==> src/rtl/regbank_rr_arbiter.sv <==
// Purpose : bank of NREG WIDTH-bit registers written by NREQ requesters through a round-robin arbiter.
// Latency : winning write lands on the edge ending its request cycle; gnt pulses and rd_data shows it the cycle after.
// Backpressure: a requester holds req/req_addr/req_data until its one-cycle gnt pulse; losers simply wait.
//
// Ports:
//   clk, reset           clock and synchronous active-high reset
//   req[NREQ]            write request per requester
//   req_addr[NREQ*AW]    target register per requester, requester i at [i*AW +: AW]
//   req_data[NREQ*WIDTH] write data per requester, requester i at [i*WIDTH +: WIDTH]
//   gnt[NREQ]            registered one-hot write acknowledge
//   gnt_id               index of the most recently granted requester
//   rd_addr, rd_data     combinational read port (no write bypass)
//   wr_count             saturating count of committed writes
module regbank_rr_arbiter #(
  parameter int WIDTH = 32,
  parameter int NREQ  = 4,
  parameter int NREG  = 4,
  parameter int AW    = 2,
  parameter int CW    = 16,
  localparam int IDW  = (NREQ > 1) ? $clog2(NREQ) : 1
) (
  input  logic                    clk,
  input  logic                    reset,
  input  logic [NREQ-1:0]         req,
  input  logic [NREQ*AW-1:0]      req_addr,
  input  logic [NREQ*WIDTH-1:0]   req_data,
  output logic [NREQ-1:0]         gnt,
  output logic [IDW-1:0]          gnt_id,
  input  logic [AW-1:0]           rd_addr,
  output logic [WIDTH-1:0]        rd_data,
  output logic [CW-1:0]           wr_count
);

  localparam logic [IDW-1:0] LAST = IDW'(NREQ - 1);

  logic [WIDTH-1:0] bank [NREG];
  logic [IDW-1:0]   ptr;          // last granted requester; search starts just after it
  logic [NREQ-1:0]  eligible;
  logic             found;
  logic [IDW-1:0]   sel;
  logic [NREQ-1:0]  sel_onehot;
  logic [AW-1:0]    wr_addr;
  logic [WIDTH-1:0] wr_data;

  // A requester whose grant is showing this cycle has already been written;
  // masking it stops a still-held req from committing the same data twice.
  assign eligible = req & ~gnt;

  // Round-robin search: walk ptr+1, ptr+2, ... wrapping at NREQ-1 and take
  // the first eligible requester. The explicit wrap keeps non-power-of-two
  // NREQ correct without a modulo.
  always_comb begin : pick
    logic [IDW-1:0] cand;
    found = 1'b0;
    sel   = '0;
    cand  = ptr;
    for (int off = 0; off < NREQ; off++) begin
      cand = (cand == LAST) ? '0 : cand + 1'b1;
      if (!found && eligible[cand]) begin
        found = 1'b1;
        sel   = cand;
      end
    end
  end

  // Route the winner's address and data to the bank write port.
  always_comb begin
    wr_addr    = '0;
    wr_data    = '0;
    sel_onehot = '0;
    for (int i = 0; i < NREQ; i++) begin
      if (sel == IDW'(i)) begin
        wr_addr       = req_addr[i*AW +: AW];
        wr_data       = req_data[i*WIDTH +: WIDTH];
        sel_onehot[i] = 1'b1;
      end
    end
  end

  // Arbitration state, grant pulse and write counter.
  always_ff @(posedge clk) begin
    if (reset) begin
      gnt      <= '0;
      gnt_id   <= '0;
      ptr      <= LAST;          // requester 0 gets first priority
      wr_count <= '0;
    end else begin
      gnt <= found ? sel_onehot : '0;
      if (found) begin
        gnt_id <= sel;
        ptr    <= sel;
        if (wr_count != '1) begin
          wr_count <= wr_count + 1'b1;
        end
      end
    end
  end

  // Register bank.
  always_ff @(posedge clk) begin
    if (reset) begin
      for (int r = 0; r < NREG; r++) begin
        bank[r] <= '0;
      end
    end else if (found) begin
      bank[wr_addr] <= wr_data;
    end
  end

  // Plain array read: during a write cycle this still returns the old value.
  assign rd_data = bank[rd_addr];

endmodule

==> config.mk <==
export PLATFORM = sky130hd
export DESIGN_NAME = regbank_rr_arbiter
export DESIGN_NICKNAME = d
export VERILOG_FILES = /design/src/rtl/regbank_rr_arbiter.sv
export SDC_FILE = /design/constraint.sdc
export NUM_CORES = 1
export LEC_CHECK = 0
export CAP_MARGIN = 20
export CELL_PAD_IN_SITES_DETAIL_PLACEMENT = 1
export CELL_PAD_IN_SITES_GLOBAL_PLACEMENT = 1
export CORE_ASPECT_RATIO = 0.9
export CORE_MARGIN = 3
export CORE_UTILIZATION = 40
export CTS_BUF_LIST = sky130_fd_sc_hd__clkbuf_4 sky130_fd_sc_hd__clkbuf_8
export DETAILED_ROUTE_END_ITERATION = 12
export PLACE_DENSITY = 0.81
export SYNTH_ARGS = -nofsm -noshare
export SYNTH_HDL_FRONTEND = slang
export SYNTH_SLANG_ARGS = --single-unit
==> constraint.sdc <==
create_clock -name clk -period 11.8 [get_ports clk]
set_input_delay 1.77 -clock clk [delete_from_list [all_inputs] [get_ports clk]]
set_output_delay 1.77 -clock clk [all_outputs]
set_load 0.05 [all_outputs]
## Word level (Yosys, flattened, before mapping)

Memories as Yosys holds them, arrays and structs flattened.
Cells that the tools add are included.

- Add/subtract/negate cells: 5
- Multipliers: 0
- Div/mod/pow operators: 0
- Order comparisons: 4
- Eq/ne operators: 8
- Shifts and indexed selects: 0
- Mux-type cells: 40
- Bitwise operators: 3
- Reductions and logical operators: 10

Operators with widths:

| kind | count |
|---|---|
| $mux W32 | 5 |
| $reduce_or A32 Y1 | 1 |
| $mux W2 | 13 |
| $mux W1 | 18 |
| $add A16 B1 Y16 const B | 1 |
| $ne A16 B16 Y1 const B | 1 |
| $eq A2 B2 Y1 const B | 6 |
| $lt A2 B3 Y1 const B | 4 |
| $add A2 B1 Y2 const B | 4 |
| $bmux W1 S2 | 4 |
| $and A4 B4 Y4 | 1 |
| $not A4 Y4 | 1 |
| $logic_and A1 B1 Y1 | 3 |
| $logic_not A1 Y1 | 3 |
| $eq A2 B1 Y1 const B | 1 |
| $logic_not A2 Y1 | 1 |
| $reduce_and A2 Y1 | 1 |
| $reduce_or A2 Y1 | 1 |
| $not A1 Y1 | 1 |

- Register bits: 24
- Bits in latches: 0
- Memory bits (writable): 128
- Bits in read-only memories: 0
- Bits of input ports: 144
- Output and inout port bits: 54
- Logic and storage cells: 75
- Memories: 1

Memory list:

| memory | depth | width | read ports | clocked after Yosys merged registers in | wr ports | RTL line | RTL |
|---|---|---|---|---|---|---|---|
| bank | 4 | 32 | 1 | 0 | 4 | 36 | `logic [WIDTH-1:0] bank [NREG];` |

## Longest topological paths before layout

- Word-level depth: 20
- Mapped depth: 9

## Worst setup path after synthesis

No wires, ideal clock.

- Kind: input port to flip-flop
- From: in req[0]
- To: mem bank[2][0], enable pin
- Setup time: 533 ps
- Arrival time: 6736 ps
- Slack: 4531 ps
- Cell stages on the path: 6
- Cells stage by stage: nor2b_4 -> a211oi_2 -> o22ai_2 -> buf_4 -> a21o_1 -> o311ai_0

RTL lines:

| item | RTL line | RTL |
|---|---|---|
| from (decl) | 24 | `input logic [NREQ-1:0] req,` |
| to (decl) | 36 |  |

==> results.py <==
metrics = {
    "status": {
        "status": "finished clean",
    },
    "worst_hold_path": {
        "hp-class": "flop to flop",
    },
    "yosys": {
        "ys_seq_area_share_pct": 56.40,
        "synthArstFlopShare_pct": 0,
        "synth.most_common_cell": "edfxtp_1",
        "synth_common_cells": "128 x edfxtp_1, 66 x nor2b_1, 65 x mux2i_1",
        "syn_avg_cell_area_um2": 14.23,
        "synth_cell_types": 59,
        "syn_inst": 539,
        "yosys_warnings": 0,
        "synthesis.nets": 685,
        "synth_seq_cells": 152,
        "syn_area_mm2": 0.007667,
        "yosysTopAreaCellShare_pct": 50.13,
        "ys.flop_type": "edfxtp_1",
        "synth_area_leaders": "edfxtp_1 50%, mux4_2 9.4%, mux2i_1 8.5%, dfxtp_1 6.3%, nor2b_1 5.4%",
        "synth_edf_count": 128,
        "synth_area_leader_cell": "edfxtp_1",
    },
    "timing": {
        "finalCritPeriodShare_pct": 49.96,
        "max_freq_mhz": 169.6,
        "tightest_slew_ns": 1.117,
        "slew_headroom_pct": 25.51,
        "hold_viol": 0,
        "tns_ns": 0,
        "rsz0062_at_grt": "no",
        "finalCriticalPeriod_ns": 5.896,
        "setup_viol": 0,
        "slew_viol_final": 0,
        "hold-worst-slack_ns": 0.5063,
        "clock_skew_ns": 0.01174,
    },
    "global_route": {
        "met1_usage_pct": 25.94,
        "antenna_found_initial": 0,
        "use_met3_pct": 5.433,
        "grt-ovfl-total": 0,
        "grt_first_pass_wirelength_um": 34200,
        "track_usage_pct": 21.09,
        "grt_max_degree": 48,
        "use_met2_pct": 37.59,
        "grt_pass1_vias": 5954,
        "top_usage_layer": "met2",
    },
    "worst_setup_path": {
        "endpoint_kind": "flop",
        "worstSetupPathType": "primary input to flop",
        "critPathLaunchType": "primary input",
        "crit_required_ns": 11.93,
        "crit_arrival_ns": 6.03,
        "crit_fanout": 47,
    },
    "die": {
        "start_util_pct": 41.26,
        "die_area_mm2": 0.02087,
        "ios": 198,
        "rows": 47,
        "die_w_um": 151.9,
        "core_area_mm2": 0.01858,
        "die-height_um": 137.3,
    },
    "placed_design": {
        "dpl_cell_area_mm2": 0.009866,
        "dp_hpwl_um": 15370,
        "place.gp.congestion": 0.8325,
        "numPortBuffers": 197,
    },
    "drt": {
        "drt_iter0_markers": 278,
        "wl_um": 21560,
        "drc": 0,
        "drt-pass1-iter-count": 4,
        "vias": 5284,
        "vias_per_cell": 5.343,
        "ant_nets": 0,
        "wl_per_cell_um": 21.80,
    },
    "finish": {
        "ff_latch_area_mm2": 0.004324,
        "antenna-diode-count": 0,
        "drive_above_1_share_pct": 17.34,
        "n_fill_cell": 1849,
        "multi_input_area_mm2": 0.003172,
        "syn2layout_area_growth_pct": 33.78,
        "final_nets": 877,
        "fin_area_mm2": 0.01026,
    },
    "clocking": {
        "post-cts-setup-buffers": 0,
        "clkTransAtPathRegs_ns": 0.09,
        "clock_latency_ns": 0.45,
        "clockBufferDepth": 2,
        "cts_htree_levels": 4,
        "cts_tree": "done",
        "hold_buffers": 0,
        "clock-sinks": 152,
        "cts_resized": 0,
        "cts_buffers": 17,
        "clockRootBuffer": "clkbuf_8",
    },
    "pwr": {
        "p_leak_uw": 0.003709,
        "powerDensity_mw_per_mm2": 264.1,
        "peakVddDrop_mv": 0.1455,
    },
    "run": {
        "maxCapViolations": 0,
    },
}
## cells in the final DEF, fill, tap and decap left out, drive strengths merged, types with 2 or more instances in the layout
cell type and instances:
and3 6, nor3 4, o32ai 2, a21oi 7, ha 2, o22a 2
nand4 6, buf 13, inv 15, nor2 22, clkinv 4, clkdlybuf4s50 195
o21ai 2, xor2 12, mux4 32, and4 2, o221a 5, a211oi 4
clkbuf 18, a2bb2oi 2, nor4 3, nor2b 96, nand2 10, xnor2 2
o211ai 3, nand3 7, dfxtp 24, nand2b 4, edfxtp 128, o22ai 33
mux2i 65, and2b 2
## metrics by stage
stage               cells  setup WS [ns]  util, %  power [uW]
floorplan             539          4.531        -        1912
global placement      957          5.682    53.09        2266
detailed placement    957          5.368    53.09        2340
CTS                   989          5.865    55.20        2736
global route          989          5.615    55.20        2853
finish                989          5.904    55.20        2709
## path summary, 6_finish.rpt
check	startpoint	to	cells after the start	slack (ns)
worst max-delay path	req[0]	bank[1][29]$_SDFFCE_PN0P_	10	5.90
worst max register to register	ptr[0]$_SDFFE_PP1P_	bank[1][29]$_SDFFCE_PN0P_	9	6.97
worst min-delay path	ptr[1]$_SDFFE_PP1P_	ptr[1]$_SDFFE_PP1P_	2	0.51
worst min register to register	ptr[1]$_SDFFE_PP1P_	ptr[1]$_SDFFE_PP1P_	2	0.51
## worst max-delay path: stages
cell and delay (ns):
clkdlybuf4s50_1 0.48, nor2b_4 0.22, a211oi_2 0.17, o22ai_4 0.88, buf_4 0.75, a21o_1 0.38
a2bb2oi_4 0.10, buf_4 0.30, nand2_1 0.53, buf_4 0.40
## layout make-up
type | count | share of cell area, %
Inverter | 5 | 0.1830
Tap cell | 245 | 2.989
Clock buffer | 18 | 2.354
Timing Repair Buffer | 208 | 19.93
Multi-Input combinational cell | 347 | 30.92
Sequential cell | 152 | 42.16
Clock inverter | 14 | 1.464
## report_power, final
group / total (uW) / switching [uW] / leakage (uW) / internal (uW)
logic: 1380 / 850 / 0.00197 / 528
registers: 937 / 66.2 / 0.00154 / 870
clock network: 394 / 232 / 0.000202 / 162
## routing by layer
layer,part of all wire [%],wire [um]
met5,0,0
met4,1.2,261
met3,5.4,1158
met2,52,11270
met1,41,8875
## flip-flops by register name, summed over array words and instances (netlist names)
register  count
bank        128
wr_count     16
gnt           4
gnt_id        2
ptr           2
## cell families (layout without fill, tap and decap cells)
group | count (synthesis) | after routing | synth area share [%]
compound gates | 68 | 68 | 7.310
xor+xnor | 14 | 14 | 1.599
fa+ha+maj | 2 | 2 | 0.3263
buf+inv | 40 | 245 | 2.725
flops | 152 | 152 | 56.40
mux | 97 | 97 | 17.89
simple gates | 166 | 166 | 13.76
(Power assumes the default switching activity.)
